--- config.mk ---
export PLATFORM = sky130hd
export DESIGN_NAME = mem_access_unit_flat
export DESIGN_NICKNAME = d
export VERILOG_FILES = /design/src/rtl/mem_access_pkg.sv /design/src/rtl/mem_access_unit_if.sv /design/src/rtl/mem_access_unit_load_extend.sv /design/src/rtl/mem_access_unit.sv /design/src/flat_wrapper.sv
export SDC_FILE = /design/constraint.sdc
export NUM_CORES = 1
export LEC_CHECK = 0
export CAP_MARGIN = 0
export CORE_MARGIN = 4
export CORE_UTILIZATION = 54
export CTS_BUF_LIST = sky130_fd_sc_hd__clkbuf_8
export DETAILED_ROUTE_END_ITERATION = 12
export HOLD_SLACK_MARGIN = 0.15
export PLACE_DENSITY_LB_ADDON = 0.12
export REMOVE_ABC_BUFFERS = 1
export SLEW_MARGIN = 10
export SYNTH_ARGS = -nofsm -noshare
export SYNTH_HDL_FRONTEND = slang
export SYNTH_HIERARCHICAL = 1
export SYNTH_SLANG_ARGS = --single-unit
--- constraint.sdc ---
create_clock -name clk -period 7.95 [get_ports clk]
set_clock_uncertainty 0.15 [all_clocks]
set_input_delay 1.59 -clock clk [delete_from_list [all_inputs] [get_ports clk]]
set_output_delay 1.59 -clock clk [all_outputs]
set_load 0.05 [all_outputs]
--- src/rtl/mem_access_pkg.sv ---
// Shared types and lane helpers for the mem_access_unit load/store front-end.
package mem_access_pkg;

  typedef enum logic [1:0] {
    SZ_BYTE = 2'd0,
    SZ_HALF = 2'd1,
    SZ_WORD = 2'd2
  } mem_size_e;

  typedef enum logic [1:0] {
    IDLE,
    ACCESS,
    WRITE,
    RESP
  } mau_state_e;

  localparam int unsigned LANE_W    = 8;
  localparam int unsigned HALF_W    = 16;
  localparam int unsigned NUM_LANES = 4;

  // Encoding 3 is reserved and behaves as a full word.
  function automatic mem_size_e decode_size(input logic [1:0] raw);
    case (raw)
      2'd0:    return SZ_BYTE;
      2'd1:    return SZ_HALF;
      default: return SZ_WORD;
    endcase
  endfunction

  function automatic logic is_misaligned(input mem_size_e size, input logic [1:0] lo);
    case (size)
      SZ_HALF: return lo[0];
      SZ_WORD: return |lo;
      default: return 1'b0;
    endcase
  endfunction

  function automatic logic [1:0] align_lo(input mem_size_e size, input logic [1:0] lo);
    case (size)
      SZ_HALF: return {lo[1], 1'b0};
      SZ_WORD: return 2'b00;
      default: return lo;
    endcase
  endfunction

  function automatic logic [31:0] merge_lanes(input logic [31:0] old, input logic [31:0] wdata,
                                              input mem_size_e size, input logic [1:0] lo);
    logic [31:0] result;
    result = old;
    case (size)
      SZ_BYTE: begin
        case (lo)
          2'd0: result[7:0]   = wdata[7:0];
          2'd1: result[15:8]  = wdata[7:0];
          2'd2: result[23:16] = wdata[7:0];
          default: result[31:24] = wdata[7:0];
        endcase
      end
      SZ_HALF: begin
        if (lo[1]) result[31:16] = wdata[15:0];
        else       result[15:0]  = wdata[15:0];
      end
      default: result = wdata;
    endcase
    return result;
  endfunction

endpackage

--- src/rtl/mem_access_unit_if.sv ---
// Core-side request/response handshake of mem_access_unit.
interface mem_access_unit_if;
  logic        req_valid;
  logic        req_ready;
  logic        req_we;
  logic [1:0]  req_size;
  logic        req_unsigned;
  logic [31:0] req_addr;
  logic [31:0] req_wdata;
  logic        rsp_valid;
  logic [31:0] rsp_rdata;
  logic        rsp_err;

  modport master (
    output req_valid, req_we, req_size, req_unsigned, req_addr, req_wdata,
    input  req_ready, rsp_valid, rsp_rdata, rsp_err
  );

  modport slave (
    input  req_valid, req_we, req_size, req_unsigned, req_addr, req_wdata,
    output req_ready, rsp_valid, rsp_rdata, rsp_err
  );
endinterface

--- src/rtl/mem_access_unit_load_extend.sv ---
// Selects the addressed byte/half/word lane from a RAM word and sign- or zero-extends it.
module load_extend
  import mem_access_pkg::*;
(
  input  logic [31:0] word,
  input  logic [1:0]  addr,
  input  mem_size_e   size,
  input  logic        uext,
  output logic [31:0] data
);

  logic [7:0]  byte_sel;
  logic [15:0] half_sel;

  always_comb begin
    byte_sel = word[7:0];
    case (addr)
      2'd0: byte_sel = word[7:0];
      2'd1: byte_sel = word[15:8];
      2'd2: byte_sel = word[23:16];
      default: byte_sel = word[31:24];
    endcase
    half_sel = addr[1] ? word[31:16] : word[15:0];
  end

  always_comb begin
    data = '0;
    case (size)
      SZ_BYTE: data = uext ? {24'd0, byte_sel} : {{24{byte_sel[7]}}, byte_sel};
      SZ_HALF: data = uext ? {16'd0, half_sel} : {{16{half_sel[15]}}, half_sel};
      default: data = word;
    endcase
  end

endmodule

--- src/rtl/mem_access_unit.sv ---
// Single-outstanding RV32 load/store front-end for a word RAM without byte enables.
// Define MEM_MISALIGN_TRAP_EN to report misaligned accesses via rsp_err instead of aligning them.
module mem_access_unit
  import mem_access_pkg::*;
#(
  parameter int unsigned DATA_WIDTH = 32,
  parameter int unsigned ADDR_WIDTH = 10
) (
  input  logic                  clk,
  input  logic                  rst,
  mem_access_unit_if.slave      bus,
  output logic [ADDR_WIDTH-1:0] ram_a,
  output logic [DATA_WIDTH-1:0] ram_wd,
  output logic                  ram_we,
  input  logic [DATA_WIDTH-1:0] ram_rd
);

  mau_state_e            state, state_next;
  logic                  l_we;
  mem_size_e             l_size;
  logic                  l_uns;
  logic [ADDR_WIDTH+1:0] l_addr;
  logic [DATA_WIDTH-1:0] l_wdata;
  logic [DATA_WIDTH-1:0] merge_q;
  logic [DATA_WIDTH-1:0] rdata_q;
  logic [DATA_WIDTH-1:0] ext_data;
  mem_size_e             sz_in;
  logic                  accept;
  logic                  trap_in;

  assign sz_in  = decode_size(bus.req_size);
  assign accept = (state == IDLE) && bus.req_valid;

  // Aliased high address bits are intentionally dropped.
  logic unused_addr_bits;
  assign unused_addr_bits = &{1'b0, bus.req_addr[31:ADDR_WIDTH+2]};

`ifdef MEM_MISALIGN_TRAP_EN
  logic err_q;
  assign trap_in     = is_misaligned(sz_in, bus.req_addr[1:0]);
  assign bus.rsp_err = err_q;

  always_ff @(posedge clk or posedge rst) begin
    if (rst)         err_q <= 1'b0;
    else if (accept) err_q <= trap_in;
  end
`else
  assign trap_in     = 1'b0;
  assign bus.rsp_err = 1'b0;
`endif

  load_extend u_load_extend (
    .word (ram_rd),
    .addr (l_addr[1:0]),
    .size (l_size),
    .uext (l_uns),
    .data (ext_data)
  );

  always_ff @(posedge clk or posedge rst) begin
    if (rst) state <= IDLE;
    else     state <= state_next;
  end

  always_comb begin
    state_next = state;
    ram_we     = 1'b0;
    ram_wd     = '0;
    case (state)
      IDLE: begin
        if (accept) state_next = trap_in ? RESP : ACCESS;
      end
      ACCESS: begin
        if (l_we && l_size == SZ_WORD) begin
          ram_we = 1'b1;
          ram_wd = l_wdata;
        end
        state_next = (l_we && l_size != SZ_WORD) ? WRITE : RESP;
      end
      WRITE: begin
        ram_we     = 1'b1;
        ram_wd     = merge_lanes(merge_q, l_wdata, l_size, l_addr[1:0]);
        state_next = RESP;
      end
      RESP:    state_next = IDLE;
      default: state_next = IDLE;
    endcase
  end

  // Misaligned low bits are forced to the natural alignment at latch time.
  always_ff @(posedge clk or posedge rst) begin
    if (rst) begin
      l_we    <= 1'b0;
      l_size  <= SZ_BYTE;
      l_uns   <= 1'b0;
      l_addr  <= '0;
      l_wdata <= '0;
      merge_q <= '0;
      rdata_q <= '0;
    end else begin
      if (accept) begin
        l_we    <= bus.req_we;
        l_size  <= sz_in;
        l_uns   <= bus.req_unsigned;
        l_addr  <= {bus.req_addr[ADDR_WIDTH+1:2], align_lo(sz_in, bus.req_addr[1:0])};
        l_wdata <= bus.req_wdata;
        rdata_q <= '0;
      end
      if (state == ACCESS) begin
        merge_q <= ram_rd;
        if (!l_we) rdata_q <= ext_data;
      end
    end
  end

  assign ram_a         = l_addr[ADDR_WIDTH+1:2];
  assign bus.req_ready = (state == IDLE);
  assign bus.rsp_valid = (state == RESP);
  assign bus.rsp_rdata = rdata_q;

endmodule
--- src/flat_wrapper.sv ---
// flat-port wrapper written by rule: the top's interface ports become plain ports
module mem_access_unit_flat import mem_access_pkg::*;
#(
  parameter int unsigned DATA_WIDTH = 32,
  parameter int unsigned ADDR_WIDTH = 10
)
  (clk, rst, ram_a, ram_wd, ram_we, ram_rd, bus_req_valid, bus_req_we, bus_req_size, bus_req_unsigned, bus_req_addr, bus_req_wdata, bus_req_ready, bus_rsp_valid, bus_rsp_rdata, bus_rsp_err);
  mem_access_unit_if bus_i ();
  input  logic clk;
  input  logic rst;
  output logic [ADDR_WIDTH-1:0] ram_a;
  output logic [DATA_WIDTH-1:0] ram_wd;
  output logic ram_we;
  input  logic [DATA_WIDTH-1:0] ram_rd;
  input wire logic [$bits(bus_i.req_valid)-1:0] bus_req_valid;
  input wire logic [$bits(bus_i.req_we)-1:0] bus_req_we;
  input wire logic [$bits(bus_i.req_size)-1:0] bus_req_size;
  input wire logic [$bits(bus_i.req_unsigned)-1:0] bus_req_unsigned;
  input wire logic [$bits(bus_i.req_addr)-1:0] bus_req_addr;
  input wire logic [$bits(bus_i.req_wdata)-1:0] bus_req_wdata;
  output wire logic [$bits(bus_i.req_ready)-1:0] bus_req_ready;
  output wire logic [$bits(bus_i.rsp_valid)-1:0] bus_rsp_valid;
  output wire logic [$bits(bus_i.rsp_rdata)-1:0] bus_rsp_rdata;
  output wire logic [$bits(bus_i.rsp_err)-1:0] bus_rsp_err;
  assign bus_i.req_valid = bus_req_valid;
  assign bus_i.req_we = bus_req_we;
  assign bus_i.req_size = bus_req_size;
  assign bus_i.req_unsigned = bus_req_unsigned;
  assign bus_i.req_addr = bus_req_addr;
  assign bus_i.req_wdata = bus_req_wdata;
  assign bus_req_ready = bus_i.req_ready;
  assign bus_rsp_valid = bus_i.rsp_valid;
  assign bus_rsp_rdata = bus_i.rsp_rdata;
  assign bus_rsp_err = bus_i.rsp_err;
  mem_access_unit #(.DATA_WIDTH(DATA_WIDTH), .ADDR_WIDTH(ADDR_WIDTH)) u_core (.clk(clk), .rst(rst), .bus(bus_i), .ram_a(ram_a), .ram_wd(ram_wd), .ram_we(ram_we), .ram_rd(ram_rd));
endmodule
==> flow_summary.yaml <==
die:
  die_h_um: 119.2
  ios: 181
  die_w_um: 119.2
  design.core.area_mm2: 0.01206
  dieArea_mm2: 0.01420
  initial_core_util_pct: 55.32
  num_rows: 40
timing:
  fin_crit_sh_pct: 73.59
  fmax_mhz: 170.9
  layout_min_cycle_time_ns: 5.851
  tightest_slew_ns: 1.160
  fin_setup_tns_ns: 0
  relSlewSlack_pct: 22.41
  finalHoldViolations: 0
  holdWs_ns: 0.3501
  setup_viol: 0
  rsz0062_at_grt: "no"
  slew_viol_final: 0
drt:
  drc_errors: 0
  drt_iter0_drc: 433
  antenna_left: 0
  viasPerCell: 6.111
  vias: 5518
  wire_per_inst_um: 20.62
  dr.pass1.iters: 7
  wirelength_mm: 18.62
global_route:
  grt_first_pass_wirelength_mm: 29.73
  antenna_found_initial: 0
  gr-total-overflow: 0
  grt_max_degree: 67
  grt_use_total_pct: 26.47
  grt_pass1_vias: 5641
clock_tree:
  post_cts_buffers: 0
  cts_buffer_depth: 2
  cts_tree: "yes"
  hold_buffers: 0
  clock_sinks: 114
  cts_buffers: 17
  cts.reportedPaths.clkPinSlew_ns: 0.07
  worstSkewPairLatency_ns: 0.43
  root_buffer: "clkbuf_8"
  ctsResizeCount: 0
  htree_num_levels: 4
cells_and_area:
  final_common_cell: "clkdlybuf4s50_1"
  n_antenna_cell: 0
  layout-area-overhead-vs-synth_pct: 27.47
  final_nets: 833
  n_fill_cell: 886
  layout.cells.most_common_list: "clkdlybuf4s50_1, dfrtp_1, mux2_2"
  drive_above_1_share_pct: 20.68
logic_synthesis:
  yosysWarnings: 6
  postSynth.asyncResetShare_pct: 100.0
  syn_area_per_cell_um2: 11.05
  muxShareOfSynthArea_pct: 19.07
  synth_flop_cell: "dfrtp_1"
  synth_top_area_share_pct: 42.75
  synth-simple-area-share_pct: 9.113
  synth_edf_count: 0
  synth_compound_area_share_pct: 22.26
  synth_cells: 604
  syn_area_mm2: 0.006673
  yosysTopAreaCell: "dfrtp_1"
  ys_seq_area_share_pct: 42.75
  synth_cell_types: 49
  synth.area.top_cells: "dfrtp_1, mux2_2, a22o_1"
  synth_top_family_by_area: "compound AO/OA/AOI/OAI gates"
  ys_ff_latch: 114
  yosys.area_share.xor_xnor_pct: 0
  synthAdderAreaFrac_pct: 0.9376
critical_path:
  critPathMaxStageDelay_ns: 0.84
  slowest_stage: "clkdlybuf4s50_1"
  cp-start-kind: "register"
  cp_max_fo: 35
  cp_cell_sequence: "inv_1 -> ha_1 -> buf_4 -> nand4b_1 -> nand2b_1 -> a32oi_1 -> nor2b_1 -> clkdlybuf4s50_1"
  end_kind: "output pin"
  path_class: "reg2out"
  crit_arrival_ns: 4.11
  worstPathRequired_ns: 6.21
pwr:
  p_switching_mw: 2.048
  power.leakage_nw: 3.490
  vdd_drop_max_v: 0.0003034
  power.share.clock_pct: 10.9
  seqPwrFrac_pct: 27.2
  comb_power_share_pct: 61.9
  p_per_area_mw_per_mm2: 490.6
  power_switching_share_pct: 49.09
  p_int_mw: 2.124
worst_hold_path:
  hold_path_class: "reg2reg"
placed_design:
  gp_congestion: 0.9101
  hpwl_mm: 12.88
  io_buffers: 159
outcome:
  status: "completed"
flow_run:
  maxCapViolations: 0
-- layout make-up --
class                   count  area, um2  area share (%)
well taps                 168      210.2           2.471
clock buffers              20      275.3           3.236
multi-input cells         418       3441           40.45
clock inverters             9      45.04          0.5296
inverters                   7      28.78          0.3383
flip-flops and latches    114       2854           33.55
repair buffers            167       1652           19.42
-- per-stage QoR --
stage	cell area, um2	worst slack [ns]	util [%]	instances	power, mW
2_1_floorplan	6311	2.800	-	539	2.896
3_3_place_gp	8185	2.805	67.86	874	3.630
3_5_place_dp	8185	2.678	67.86	874	3.701
4_1_cts	8506	2.150	70.52	903	4.171
5_1_grt	8506	1.909	70.52	903	4.401
6_report	8506	2.099	70.52	903	4.172
-- worst paths after layout --
path	startpoint	endpoint	slack, ns	cells past startpoint
max in group asynchronous	rst	u_core/l_addr[1]	4.86	3
max	u_core/state[1]	ram_wd[7]	2.10	8
max reg2reg	u_core/l_addr[1]	u_core/bus.rsp_rdata[8]	5.23	6
min reg2reg	u_core/bus.rsp_rdata[14]	u_core/bus.rsp_rdata[14]	0.35	1
min	u_core/bus.rsp_rdata[14]	u_core/bus.rsp_rdata[14]	0.35	1
min in group asynchronous	rst	u_core/bus.rsp_rdata[21]	1.44	2
-- power by group through the flow --
stage | Combinational [mW] | Sequential (mW) | Clock (mW)
2_1_floorplan | 1.48 | 1.41 | 0
3_3_place_gp | 2.50 | 1.13 | 0
3_5_place_dp | 2.56 | 1.14 | 0
4_1_cts | 2.57 | 1.13 | 0.466
5_1_grt | 2.74 | 1.17 | 0.495
6_report | 2.58 | 1.14 | 0.453
-- routing by layer --
layer,part of all wire (%),up-vias,global-route usage [%]
met5,0,-,0
met3,6.4,35,6.315
met1,41,2727,34.55
li1,-,2509,-
met4,2.5,0,10.28
met2,50,247,42.71
-- cells by family after synthesis --
group           after synthesis
simple gates                113
flops                       114
mux                         116
other cells                   1
fa+ha+maj                     5
compound gates              183
buf+inv                      72
-- worst max-delay path: cells and delay by family (launching register included) --
| family | cells | cell delay [ns] |
|---|---|---|
| compound gates | 1 | 0.17 |
| fa+ha+maj | 1 | 0.18 |
| buf+inv | 3 | 1.37 |
| flops | 1 | 0.42 |
| simple gates | 3 | 1.53 |
-- synthesized netlist by cell type, types with 11 or more instances --
library cell    n
nor2b_1        18
o21ai_1        21
dfrtp_1       114
clkbuf_1       23
nand2_1        36
and3b_1        11
buf_2          16
mux2i_1        27
buf_4          13
o21ai_0        27
mux2_2         89
nor2_1         13
a22o_1         33
-- flip-flops by register name, summed over array words and instances, names as in the netlist --
signal / count
u_core/l_addr: 12
u_core/l_wdata: 32
u_core/l_uns: 1
u_core/bus.rsp_rdata: 32
u_core/state: 2
u_core/merge_q: 32
u_core/l_size: 2
u_core/l_we: 1
Power figures use the tool's default switching activity.
